$ cat config.mk
export PLATFORM = sky130hd
export DESIGN_NAME = mux_bank_pipe
export DESIGN_NICKNAME = d
export VERILOG_FILES = /design/src/rtl/mux_bank_pipe.sv
export SDC_FILE = /design/constraint.sdc
export NUM_CORES = 1
export LEC_CHECK = 0
export ABC_CLOCK_PERIOD_IN_PS = 6240
export CORE_MARGIN = 3
export CORE_UTILIZATION = 50
export CTS_CLUSTER_DIAMETER = 150
export DETAILED_ROUTE_END_ITERATION = 8
export PLACE_DENSITY = 0.89
export SETUP_SLACK_MARGIN = 0.02
export SYNTH_ARGS = -nofsm -noshare
export SYNTH_HDL_FRONTEND = slang
export SYNTH_SLANG_ARGS = --single-unit
$ cat constraint.sdc
create_clock -name Clk -period 6.24 [get_ports Clk]
set_input_delay 1.248 -clock Clk [delete_from_list [all_inputs] [get_ports Clk]]
set_output_delay 1.248 -clock Clk [all_outputs]
set_load 0.02 [all_outputs]
$ cat src/rtl/mux_bank_pipe.sv
// mux_bank_pipe: per-channel source select feeding a 2-entry skid FIFO with a saturating pop counter.
// Define MUX_BANK_PARITY_EN to add a stored per-channel even-parity output out_par.
module mux_bank_pipe #(
    parameter int CH = 7,
    parameter int W = 8,
    parameter int NSRC = 2,
    localparam int SW = (NSRC > 2) ? $clog2(NSRC) : 1
) (
    input  logic                   Clk,
    input  logic                   Reset,
    input  logic [CH*NSRC*W-1:0]   in_data,
    input  logic [CH*SW-1:0]       in_sel,
    input  logic                   in_valid,
    output logic                   in_ready,
    output logic [CH*W-1:0]        out_data,
    output logic [CH-1:0]          out_sel_err,
    output logic                   out_valid,
    input  logic                   out_ready,
    output logic [15:0]            xfer_cnt
`ifdef MUX_BANK_PARITY_EN
    ,
    output logic [CH-1:0]          out_par
`endif
);
`ifdef MUX_BANK_PARITY_EN
    localparam int EW = CH*W + 2*CH;
`else
    localparam int EW = CH*W + CH;
`endif
    typedef enum logic [1:0] {EMPTY, ONE, FULL} state_t;
    state_t         state_q;
    logic [EW-1:0]  head_q, skid_q, ent_d;
    logic [CH*W-1:0] data_d;
    logic [CH-1:0]  err_d;
    logic           in_ready_q, out_valid_q;
    logic [15:0]    cnt_q;
    logic           push, pop;

    // Out-of-range selects yield zero data and raise the channel's error bit.
    always_comb begin
        data_d = '0;
        err_d = '0;
        for (int c = 0; c < CH; c++) begin
            err_d[c] = int'(in_sel[c*SW +: SW]) >= NSRC;
            data_d[c*W +: W] = err_d[c] ? '0 : in_data[(c*NSRC + int'(in_sel[c*SW +: SW]))*W +: W];
        end
    end

`ifdef MUX_BANK_PARITY_EN
    logic [CH-1:0] par_d;
    always_comb begin
        par_d = '0;
        for (int c = 0; c < CH; c++) par_d[c] = ^data_d[c*W +: W];
    end
    assign ent_d = {par_d, err_d, data_d};
    assign out_par = head_q[EW-1 -: CH];
`else
    assign ent_d = {err_d, data_d};
`endif

    assign push = in_valid && in_ready_q;
    assign pop = out_valid_q && out_ready;
    assign in_ready = in_ready_q;
    assign out_valid = out_valid_q;
    assign out_data = head_q[CH*W-1:0];
    assign out_sel_err = head_q[CH*W +: CH];
    assign xfer_cnt = cnt_q;

    // Head always holds the oldest entry; vacated slots are cleared so EMPTY reads as zero.
    always_ff @(posedge Clk) begin
        if (Reset) begin
            state_q <= EMPTY;
            head_q <= '0;
            skid_q <= '0;
            in_ready_q <= 1'b1;
            out_valid_q <= 1'b0;
            cnt_q <= '0;
        end else begin
            cnt_q <= (pop && cnt_q != 16'hFFFF) ? cnt_q + 16'd1 : cnt_q;
            case (state_q)
                EMPTY: if (push) begin
                    head_q <= ent_d;
                    state_q <= ONE;
                    out_valid_q <= 1'b1;
                end
                ONE: if (push && !pop) begin
                    skid_q <= ent_d;
                    state_q <= FULL;
                    in_ready_q <= 1'b0;
                end else if (pop) begin
                    head_q <= push ? ent_d : '0;
                    state_q <= push ? ONE : EMPTY;
                    out_valid_q <= push;
                end
                FULL: if (pop) begin
                    head_q <= skid_q;
                    skid_q <= '0;
                    state_q <= ONE;
                    in_ready_q <= 1'b1;
                end
                default: state_q <= EMPTY;
            endcase
        end
    end
endmodule

* Word-level counts from Yosys, hierarchy flattened
Cells that the tools add are included.
** Word-level totals
- Bits in registers :: 146
- Input port bits :: 123
- Output and inout port bits :: 81
- Word-level logic and storage cells :: 64
** Cells by class
- Add/sub/neg operators :: 7
- Equal/unequal tests :: 9
- Shift operators :: 7
- Mux-type cells :: 22
- Reduce and logical (&&, ||, !) cells :: 13
** Operator list (count)
- two-way mux 63 bit :: 6
- indexed part select 112 x 9 -> 8 bit :: 3
- indexed part select 112 x 8 -> 8 bit :: 2
- one-hot mux 63 bit (3 select lines) :: 1
- one-hot mux 63 bit (2 select lines) :: 1
- indexed part select 112 x 5 -> 8 bit :: 1
- indexed part select 112 x 7 -> 8 bit :: 1
- two-way mux 56 bit :: 1
- adder 16 x 1 -> 16 bit (second input constant) :: 1
- != test 16 bit (second input constant) :: 1
- adder 4 x 1 -> 5 bit (first input constant) :: 3
- != test 2 bit (second input constant) :: 5
- adder 3 x 1 -> 4 bit (first input constant) :: 2
- two-way mux 2 bit :: 4
- two-way mux 1 bit :: 6
- one-hot mux 2 bit (3 select lines) :: 1
- AND reduction 3 bit :: 2
- AND reduction 5 bit :: 1
- logical AND 1 bit :: 4
- one-hot mux 1 bit (2 select lines) :: 2
- AND reduction 4 bit :: 1
- nonzero test 2 bit :: 2
- adder 2 x 1 -> 3 bit (first input constant) :: 1
- != test 3 bit (second input constant) :: 1
- other kinds (5) :: 5

* Depth between registers and ports, before layout
Gate-level depths: netlist of the first run.
- Depth in word-level cells :: 6
- Mapped depth :: 9
- Gate-level depth less buffers :: 6

* Worst setup path after synthesis of the first run
Ideal clock, no wire load.
- Kind :: input -> register
- Start :: input port out_ready
- End :: register cnt_q[11], in the netlist xfer_cnt[11]
- Library setup time :: 70 ps
- Arrival :: 2567 ps
- Required time :: 6170 ps
- Slack :: 3602 ps
- Cell stages on the path :: 5
- Path buffers :: 1
- Cell sequence :: nand2_2 or4_1 buf_2 or4_1 a21oi_1
** Between the ends
- Cells in the longest elaborated chain, start to end :: 2
** RTL lines
- start: declaration :: line 18 : input logic out_ready,
- logical AND 1 bit :: line 62 : assign pop = out_valid_q && out_ready;
- logical AND 1 bit :: line 79 : cnt_q <= (pop && cnt_q != 16'hFFFF) ? cnt_q + 16'd1 : cnt_q;
- end signal: assignment :: line 79
- end: declaration :: line 36 : logic [15:0] cnt_q;
No other way between the ends.
A chain may end at the register's enable or synchronous reset.

* Worst setup path after layout of the first run
- Start :: input port in_valid
- End :: register head_q[3]
** Between the ends
- Cells in the longest elaborated chain, start to end :: 5
- Elaborated cells between the ends (all ways) :: 9
- Those cells by class :: eq/ne (2); mux (4); reduce/logical (3)
** RTL lines
- start: declaration :: line 13 : input logic in_valid,
- logical AND 1 bit * :: line 61 : assign push = in_valid && in_ready_q;
- two-way mux 56 bit :: line 91 : head_q <= push ? ent_d : '0;
- two-way mux 63 bit :: line 90 : end else if (pop) begin
- two-way mux 63 bit :: line 86 : ONE: if (push && !pop) begin
- one-hot mux 63 bit (3 select lines) :: line 80 : case (state_q)
- end signal: assignment :: line 82 : head_q <= ent_d;
- end signal: assignment :: line 91
- end signal: assignment :: line 96 : head_q <= skid_q;
- end: declaration :: line 32 : logic [EW-1:0] head_q, skid_q, ent_d;
Every way passes the cells marked *; elsewhere a longest branch is shown, timed or not. The select of a mux whose other input is x is not followed.

==> results of run 1 <==
per-layer routing:
metal,global-route usage,part of all wire,vias up
met3,0.0539,0.083,50
li1,-,-,2853
met2,0.488,0.52,353
met5,0,0,-
met4,0.111,0.026,0
met1,0.335,0.37,3059
power groups by stage:
| stage | clock network [mW] | registers [mW] | logic [mW] |
|---|---|---|---|
| floorplan | 0 | 1.42 | 0.961 |
| CTS | 1.04 | 1.23 | 1.87 |
| detailed placement | 0 | 1.24 | 1.85 |
| global placement | 0 | 1.23 | 1.79 |
| finish | 1.04 | 1.24 | 1.89 |
| global route | 1.08 | 1.25 | 2.02 |
kinds of logic (layout without fill, tap and decap cells):
group	count (synthesis)	in the layout
adders and majority gates	5	5
and+or+nand+nor	171	171
muxes	60	60
other	1	7
DFF	132	132
AOI/OAI and AO/OA	210	210
buffers and inverters	89	239
cells in the mapped netlist, types with 2 or more instances:
library cell	count	area (um^2)
nand2_1	13	48.8
and2_1	3	18.8
a31oi_1	57	357
clkbuf_1	55	206
a21oi_1	15	75.1
buf_4	7	52.6
a221oi_1	56	490
a22oi_1	56	420
buf_2	7	35.0
o41ai_1	3	26.3
buf_1	12	45.0
a21boi_0	2	15.0
dfxtp_1	132	2640
o21ai_0	7	35.0
or4_1	8	60.1
or3_1	6	37.5
a211oi_1	2	15.0
nor2b_1	3	18.8
inv_1	8	30.0
nand4_1	4	25.0
mux2_2	59	664
nor3_1	56	280
nand3_1	6	30.0
o31ai_1	6	45.0
nor2_1	64	240
ha_1	5	62.6
registers in the layout (all words and copies together), names as in the netlist:
signal	count
head_q	56
in_ready	1
out_valid	1
skid_q	56
state_q	2
xfer_cnt	16
worst max path at each step:
stage / end / slack [ns]
floorplan: xfer_cnt[11] / 3.60
global route: head_q[3] / 1.17
global placement: head_q[2] / 1.36
finish: head_q[3] / 1.46
detailed placement: head_q[15] / 1.26
CTS: head_q[3] / 1.57
final cells by class:
| type | count | area (um^2) | share of cell area |
|---|---|---|---|
| Clock buffer | 19 | 433 | 0.0502 |
| Clock inverter | 12 | 181 | 0.0210 |
| Inverter | 8 | 30.0 | 0.00348 |
| Multi-Input combinational cell | 453 | 3170 | 0.368 |
| Sequential cell | 132 | 2640 | 0.306 |
| Tap cell | 143 | 179 | 0.0207 |
| Timing Repair Buffer | 200 | 1990 | 0.231 |
worst register-to-register path, cell delays in order (launching register included):
cell      delay (ns)
dfxtp_1         0.39
inv_1           0.10
ha_1            0.26
a21bo_2         1.01
nand3_2         1.27
a221oi_1        0.74
nor3_1          0.11
stage by stage:
stage          area, um^2  hold WS [ns]  setup slack [ns]  utilization
6_report             8630         0.514              1.46        0.740
5_1_grt              8630         0.539              1.17        0.740
4_1_cts              8630         0.512              1.57        0.740
2_1_floorplan        6130         0.477              3.60            -
3_5_place_dp         8010         0.503              1.26        0.687
3_3_place_gp         8010         0.470              1.36        0.687
==> results.md, run 1 <==
* Result of the run: completed
* Number of maximum-capacitance violations at 0
* Clk network pwr share at 0.250
* Slew at the pin closest to its max-slew limit at 1.30 ns
* Endpoint arrival time on the critical path at 5.00 ns
* DIE AREA at 0.0136 mm^2
* Postcts setup bufs at 0
* Worst setup path startpoint: in_valid
* Async S/R FF share, synth at 0
* Total number of clock tree sinks at 132
* DRC violation count after routing at 0
* Global routing usage summed across all routing layers at 0.278
* Routed wire length per instance at 20.1 um
* Dominant combinational cell family by area after synthesis: compound AO/OA/AOI/OAI gates
* Final-stage net count at 940
* Number of instances on the worst hold path at 2
* Total vias in the final route at 6315
* Post-synthesis share of cell area spent on xor and xnor gates at 0
* Worst min path class: flop to flop
* Adder and majority cell fraction of the synthesized area at 0.0102
* Number of synthesized register bits at ~130
* Post-Route Skew at 0.0127 ns
* Most common library cell in the layout ignoring fill and taps: clkdlybuf4s50_1
* Kind of end point of the critical path: flop
* Worst max-slew margin expressed relative to the limit at 0.131
* Worst min-delay path endpoint: skid_q[27]
* Net Switching at 1.63 mW
* Root buf cell: clkbuf_16
* Simple-gate area share of the yosys netlist at 0.135
* Number of buffers inserted by hold repair at cts at 0
* Number of cells produced by synthesis at 668
* 1st-pass router iterations at 8
* Share of synthesized area spent on multiplexers at 0.110
* RSZ-0062 raised after global routing: no
* Layout Area Growth over Synthesis at 41.2%
* Total negative slack at 0 ns
* Pin count of the biggest net entering global routing at roughly 130
* Internal at 2.53 mW
* Stages on worst setup path at 5
* Critical-path cell list: clkdlybuf4s50_1 > a21bo_2 > nand3_2 > a221oi_1 > nor3_1
* First-iteration detailed-routing DRC count at 779
* Worst hold start: skid_q[27]
* Die width at 117 um
* Total standard cell area after synthesis at 0.00611 mm^2
* Effective utilization at floorplan at 0.524
* Cell Rows at 39
* R2R Setup Slk at 2.20 ns
* Die extent in y at 117 um
* Floorplan Core Area at roughly 0.012 mm^2
* Max stage delay on crit path at ~1.3 ns
* Bufs on Longest Clock Path at 2
* Count of unique library cells instantiated by Yosys at 42
* Count of flip-flops with a built-in enable after synthesis at 0
* CTS HTree Levels at 4
* Portion of the clock cycle consumed by the worst path in the final layout at 0.766
* Type of element launching the critical path: primary input
* Commonest cells after routing, fill and taps aside: 195 x clkdlybuf4s50_1, 132 x dfxtp_1, 64 x nor2_1
* CP max-delay cell: nand3_2
* Via count of the first global-routing pass at between 6000 and 7000
* Number of buffers added by the clock tree synthesis step at 17
* Post-layout minimum cycle time at 4.78 ns
* Critical path class: primary input to flop
* Most used flip-flop cell after synthesis: dfxtp_1
* Number of pins with negative max-slew slack in the final report at 0
* Syn avg cell area at between 9 and 10 um^2
* Detailed-placement wirelength estimate at 12400 um
* Buffers and inverters on the worst path at 1
* Number of failing setup endpoints in the final timing report at 0
* Total instance count after detailed placement at 936
* Count of yosys warnings during synthesis at 0
* Global-route wire length before repair at 30500 um
* Final-report hold violation count at 0
* Sum of overflow across all layers after global routing at 0
* Pwr dens at 483 mW/mm^2
* Part of the total power dissipated in combinational logic at 0.453
* Cell family contributing the most delay on the critical path: compound AO/OA/AOI/OAI gates
* Terminus of the critical flop-to-flop path: head_q[3]
* Overall power after layout at 4.17 mW
* Number of fillers in the final layout at 797
* Switching Fraction at 0.392
* Post-route insts no fill at 967
* CTS tree: built
* Part of the Yosys area used for sequential elements at 0.433
* Area fraction in compound gates after synthesis at 0.251
* R2R cell count at 6
* Data required time of the worst path at 6.46 ns
* Achievable frequency at roughly 210 MHz
* WL final at 19500 um
* Detailed-route vias per instance at 6.53
* Routability congestion estimate from global placement at 0.921
* Count of boundary I/O pins at 204
* Remaining antenna violation count after routing at 0
* Antenna violations before repair at 0
* Leakage power at 2.99 nW
* Part of the power in registers at 0.297
* I/O Buffers at 196
* Worst-path maximum fanout at 57
* Source-to-sink clock delay at the later pin of the worst-skew pair at 0.41 ns
* Max VDD drop at 0.323 mV
* Launch instance of the worst register-to-register path: state_q[0]
* Cts repair resizes at 0
* Antenna Diode Count at 0
* Layout cells sized above 1 at 0.125
* Clock transition at the register clock pins on the worst setup and hold paths after CTS at approximately 0.060 ns
No activity file was read; power rests on OpenSTA's default activity.
==> inputs of run 2 (changes only) <==
--- a/config.mk
+++ b/config.mk
@@ -5,12 +5,12 @@
 export SDC_FILE = /design/constraint.sdc
 export NUM_CORES = 1
 export LEC_CHECK = 0
-export ABC_CLOCK_PERIOD_IN_PS = 6240
+export ABC_CLOCK_PERIOD_IN_PS = 4000
 export CORE_MARGIN = 3
-export CORE_UTILIZATION = 50
+export CORE_UTILIZATION = 42
 export CTS_CLUSTER_DIAMETER = 150
 export DETAILED_ROUTE_END_ITERATION = 8
-export PLACE_DENSITY = 0.89
+export PLACE_DENSITY = 0.8
 export SETUP_SLACK_MARGIN = 0.02
 export SYNTH_ARGS = -nofsm -noshare
 export SYNTH_HDL_FRONTEND = slang
==> constraint.sdc (replaced) <==
create_clock -name Clk -period 4 [get_ports Clk]
set_input_delay 0.8 -clock Clk [delete_from_list [all_inputs] [get_ports Clk]]
set_output_delay 0.8 -clock Clk [all_outputs]
set_load 0.02 [all_outputs]
==> run 2 against run 1 <==
  * Global-route usage is 5.0 points lower
  * Total power grew 55%
  * Combinational power up 56%
  * Via count decreased by 4.1%
  * Highest routed layer unchanged
  * Count of clock-buffer cells in the layout is 1 higher
  * Die area grew 18%
  * Sequential share of layout area shrank 0.32 points
  * Worst setup slack got worse by 0.067 ns
==> results.md, run 2 (synthesis results as in run 1) <==
* Total instance count after detailed placement at 980
* Sum of overflow across all layers after global routing at 0
* Source-to-sink clock delay at the later pin of the worst-skew pair at approximately 0.42 ns
* Worst min path class: flop to flop
* Pin count of the biggest net entering global routing at 63
* Via count of the first global-routing pass at 5850
* I/O Buffers at 196
* Clock transition at the register clock pins on the worst setup and hold paths after CTS at 0.05 ns
* 1st-pass router iterations at 5
* Cts repair resizes at 0
* Post-route insts no fill at 1012
* Final Instance Area at between 0.008 and 0.009 mm^2
* Postcts setup bufs at 0
* Portion of the clock cycle consumed by the worst path in the final layout at 0.652
* Type of element launching the critical path: primary input
* Leakage power at 3.04 nW
* Detailed-placement wirelength estimate at 11800 um
* Switching Fraction at 0.383
* Part of the total power dissipated in combinational logic at 0.455
* Clk network pwr share at 0.250
* Number of failing setup endpoints in the final timing report at 0
* Effective utilization at floorplan at 0.435
* Net Switching at 2.47 mW
* Bufs on Longest Clock Path at 2
* Commonest cells after routing, fill and taps aside: 195 x clkdlybuf4s50_1, 132 x dfxtp_1, 64 x nor2_1
* Die extent in y at 127 um
* Endpoint arrival time on the critical path at 2.94 ns
* First-iteration detailed-routing DRC count at 540
* Number of pins with negative max-slew slack in the final report at 0
* Routability congestion estimate from global placement at 0.785
* CTS tree: built
* Total vias in the final route at approximately 6000
* Worst max-slew margin expressed relative to the limit at 0.218
* Floorplan Core Area at 0.0140 mm^2
* Final-report hold violation count at 0
* Post-place instance area at 0.00811 mm^2
* Pwr dens at around 740 mW/mm^2
* Overall power after layout at 6.45 mW
* Result of the run: completed
* Root buf cell: clkbuf_16
* Number of buffers added by the clock tree synthesis step at 17
* Slew at the pin closest to its max-slew limit at 1.17 ns
* Routed wire length per instance at roughly 18 um
* DRC violation count after routing at 0
* Total number of clock tree sinks at 132
* Remaining antenna violation count after routing at 0
* Antenna Diode Count at 0
* Achievable frequency at 384 MHz
* Worst-path maximum fanout at 8
* Max VDD drop at 0.485 mV
* Number of fillers in the final layout at 1189
* Kind of end point of the critical path: flop
* Cell Rows at 43
* Number of buffers inserted by hold repair at cts at 0
* Global-route wire length before repair at 30000 um
* Number of maximum-capacitance violations at 0
* CTS HTree Levels at 4
* Critical path class: primary input to flop
* Detailed-route vias per instance at 5.98
* Count of boundary I/O pins at 204
* Layout cells sized above 1 at 0.133
* Total negative slack at 0 ns
* Internal at between 3 and 4 mW
* WL final at 18600 um
* Data required time of the worst path at 4.34 ns
* Layout Area Growth over Synthesis at 42.7%
* Final-stage net count at between 900 and 1000
* Die width at 127 um
* Post-layout minimum cycle time at 2.61 ns
* Most common library cell in the layout ignoring fill and taps: clkdlybuf4s50_1
* Antenna violations before repair at 0
* RSZ-0062 raised after global routing: no
* Post-Route Skew at 0.00763 ns
* DIE AREA at 0.0160 mm^2
* Part of the power in registers at 0.295
* Global routing usage summed across all routing layers at 0.228
[run 2: power groups by stage]
stage,logic [mW],registers (mW),clock network (mW)
6_report,2.94,1.90,1.61
5_1_grt,3.19,1.94,1.68
4_1_cts,2.94,1.90,1.63
3_5_place_dp,2.93,1.92,0
3_3_place_gp,2.89,1.91,0
2_1_floorplan,1.50,2.22,0
[run 2: critical path, stage by stage]
cell and delay, ns:
clkdlybuf4s50_1 0.63, nand2_2 0.15, or4_1 0.68, or4_1 0.52, a21oi_1 0.16
[run 2: final cells by class]
cell class	count	area [um^2]	share of cell area
inverters	8	30.0	0.00344
clock buffers	20	447	0.0512
multi-input cells	453	3170	0.364
flip-flops and latches	132	2640	0.303
repair buffers	207	2040	0.234
clock inverters	12	160	0.0184
well taps	180	225	0.0258
[run 2: layer usage]
layer  global-route usage  wire length (um)
met1                0.293              7810
met2                0.380              9270
met3               0.0497              1200
met4               0.0789               310
met5                    0                 0
[run 2: worst paths after layout]
kind,startpoint,end,slack (ns),cells after the start
setup / recovery,out_ready,xfer_cnt[11],1.39,5
hold / removal,xfer_cnt[7],xfer_cnt[7],0.49,2
setup reg to reg,state_q[0],head_q[28],1.46,8
hold reg to reg,xfer_cnt[7],xfer_cnt[7],0.49,2
[run 2: per-stage QoR]
| stage | setup WS, ns | hold slack [ns] | util |
|---|---|---|---|
| finish | 1.39 | 0.492 | 0.621 |
| global route | 1.18 | 0.530 | 0.621 |
| CTS | 1.42 | 0.489 | 0.621 |
| detailed placement | 0.992 | 0.480 | 0.578 |
| global placement | 1.04 | 0.477 | 0.578 |
| floorplan | 1.81 | 0.477 | - |
==> inputs of run 3 (changes only) <==
--- a/config.mk
+++ b/config.mk
@@ -5,12 +5,12 @@
 export SDC_FILE = /design/constraint.sdc
 export NUM_CORES = 1
 export LEC_CHECK = 0
-export ABC_CLOCK_PERIOD_IN_PS = 4000
+export ABC_CLOCK_PERIOD_IN_PS = 2500
 export CORE_MARGIN = 3
-export CORE_UTILIZATION = 42
+export CORE_UTILIZATION = 46
 export CTS_CLUSTER_DIAMETER = 150
 export DETAILED_ROUTE_END_ITERATION = 8
-export PLACE_DENSITY = 0.8
+export PLACE_DENSITY = 0.83
 export SETUP_SLACK_MARGIN = 0.02
 export SYNTH_ARGS = -nofsm -noshare
 export SYNTH_HDL_FRONTEND = slang
==> constraint.sdc (replaced) <==
create_clock -name Clk -period 2.5 [get_ports Clk]
set_input_delay 0.5 -clock Clk [delete_from_list [all_inputs] [get_ports Clk]]
set_output_delay 0.5 -clock Clk [all_outputs]
set_load 0.02 [all_outputs]
==> run 3 against run 2 <==
  * Die area is 8.3% lower
  * Critical path depth is 1 higher
  * Via count is 5.3% higher
  * Non-clock buffer count is 12 higher
  * Total power is 65% higher
  * Largest power group unchanged
  * Highest routed layer unchanged
==> results.md, run 3 (synthesis results as in run 1) <==
* Worst setup slack after placement at 0.0672 ns
* Critical path class: flop to flop
* Count of boundary I/O pins at 204
* R2R Setup Slk at ~0.26 ns
* Achievable frequency at 447 MHz
* Layout cells sized above 1 at 0.147
* DR WL met2 at approximately 10000 um
* Kind of end point of the critical path: flop
* Number of buffers added by the clock tree synthesis step at 17
* Sum of overflow across all layers after global routing at 0
* Commonest cells after routing, fill and taps aside: 195 x clkdlybuf4s50_1, 132 x dfxtp_1, 64 x nor2_1
* Via count of the first global-routing pass at 6434
* Global-route wire length before repair at 31700 um
* Detailed-placement wirelength estimate at 13300 um
* Pin count of the biggest net entering global routing at between 50 and 60
* Total instance count after detailed placement at 984
* Final-stage net count at 959
* Die extent in y at 121 um
* Worst max-slew margin expressed relative to the limit at 0.565
* Total vias in the final route at roughly 6400
* Routability congestion estimate from global placement at between 0.9 and 1
* CTS HTree Levels at 4
* Post-layout minimum cycle time at approximately 2.2 ns
* Result of the run: completed
* Worst-path maximum fanout at between 50 and 60
* Postcts setup bufs at 0
* Pwr dens at between 1000 and 1500 mW/mm^2
* DIE AREA at 0.0147 mm^2
* Root buf cell: clkbuf_16
* Source-to-sink clock delay at the later pin of the worst-skew pair at around 0.4 ns
* Effective utilization at floorplan at 0.476
* First-iteration detailed-routing DRC count at 657
* Leakage power at roughly 3.1 nW
* Detailed-route vias per instance at 6.27
* Floorplan Core Area at 0.0128 mm^2
* DRC violation count after routing at 0
* Number of pins with negative max-slew slack in the final report at 0
* Post-layout worst setup margin at 0.264 ns
* Topmost layer with routed signal wires: met4
* Remaining antenna violation count after routing at 0
* Routed wire length per instance at 19.5 um
* Number of maximum-capacitance violations at 0
* Type of element launching the critical path: flop
* Routed length on met1 at roughly 7300 um
* WL final at 19800 um
* Post-Route Skew at 0.00860 ns
* Post-route insts no fill at ~1000
* Number of buffers inserted by hold repair at cts at 0
* Max VDD drop at ~0.97 mV
* Portion of the clock cycle consumed by the worst path in the final layout at 0.895
* Endpoint arrival time on the critical path at 2.51 ns
* Total number of clock tree sinks at 132
* Total negative slack at 0 ns
* Global routing usage summed across all routing layers at 0.267
* 1st-pass router iterations at 5
* I/O Buffers at 196
* Die width at 121 um
* Most common library cell in the layout ignoring fill and taps: clkdlybuf4s50_1
* Clock transition at the register clock pins on the worst setup and hold paths after CTS at 0.06 ns
* Cell Rows at 41
* Worst min path class: flop to flop
* Final design utilization at 0.691
* Antenna violations before repair at 0
* Layout Area Growth over Synthesis at 45.1%
* Cts repair resizes at 0
* Routed met3 length at 1790 um
* Antenna Diode Count at 0
* CTS tree: built
* Final-report hold violation count at 0
* RSZ-0062 raised after global routing: no
* Data required time of the worst path at roughly 2.8 ns
* Slew at the pin closest to its max-slew limit at 0.652 ns
* Bufs on Longest Clock Path at 2
* Number of failing setup endpoints in the final timing report at 0
run 3: cell types whose count changed in the layout (fill, tap and decap cells not counted), sizes merged:
cell | previous run | this run
clkinvlp | 0 | 3
clkinv | 8 | 5
buf | 12 | 24
run 3: path summary, 6_finish.rpt:
| kind | from | endpoint | cells after the start |
|---|---|---|---|
| hold reg to reg | xfer_cnt[7] | xfer_cnt[7] | 2 |
| setup / recovery | state_q[0] | head_q[50] | 6 |
| setup reg to reg | state_q[0] | head_q[50] | 6 |
| hold / removal | xfer_cnt[7] | xfer_cnt[7] | 2 |
run 3: cell type report:
type / count / area [um^2]
clock inverters: 12 / 179
clock buffers: 20 / 457
flip-flops and latches: 132 / 2640
fillers: 951 / 3960
repair buffers: 219 / 2170
inverters: 8 / 30.0
well taps: 172 / 215
multi-input cells: 453 / 3170
run 3: per-layer routing:
| layer | vias to the layer above | track usage |
|---|---|---|
| li1 | 2903 | - |
| met1 | 3015 | 0.313 |
| met2 | 406 | 0.470 |
| met3 | 51 | 0.0611 |
| met4 | 0 | 0.112 |
| met5 | - | 0 |
run 3: through the flow:
step / hold slack (ns) / power [mW] / instance area, um^2
2_1_floorplan: 0.477 / 5.95 / 6130
4_1_cts: 0.498 / 10.6 / 8870
5_1_grt: 0.543 / 11.2 / 8870
3_3_place_gp: 0.468 / 7.75 / 8230
3_5_place_dp: 0.491 / 7.94 / 8230
6_report: 0.499 / 10.6 / 8870
run 3: power breakdown:
| group | internal [mW] | total [mW] | switching, mW |
|---|---|---|---|
| clock network | 1.72 | 2.67 | 0.943 |
| registers | 2.69 | 3.05 | 0.360 |
| logic | 2.11 | 4.93 | 2.82 |
| total | 6.52 | 10.6 | 4.13 |
run 3: worst max-delay path, cell delays in order, from the launching register on:
cell and delay (ns):
dfxtp_1 0.39, inv_1 0.09, ha_1 0.34, or3_2 0.54, buf_4 0.34, a31oi_1 0.31
nor3_1 0.08
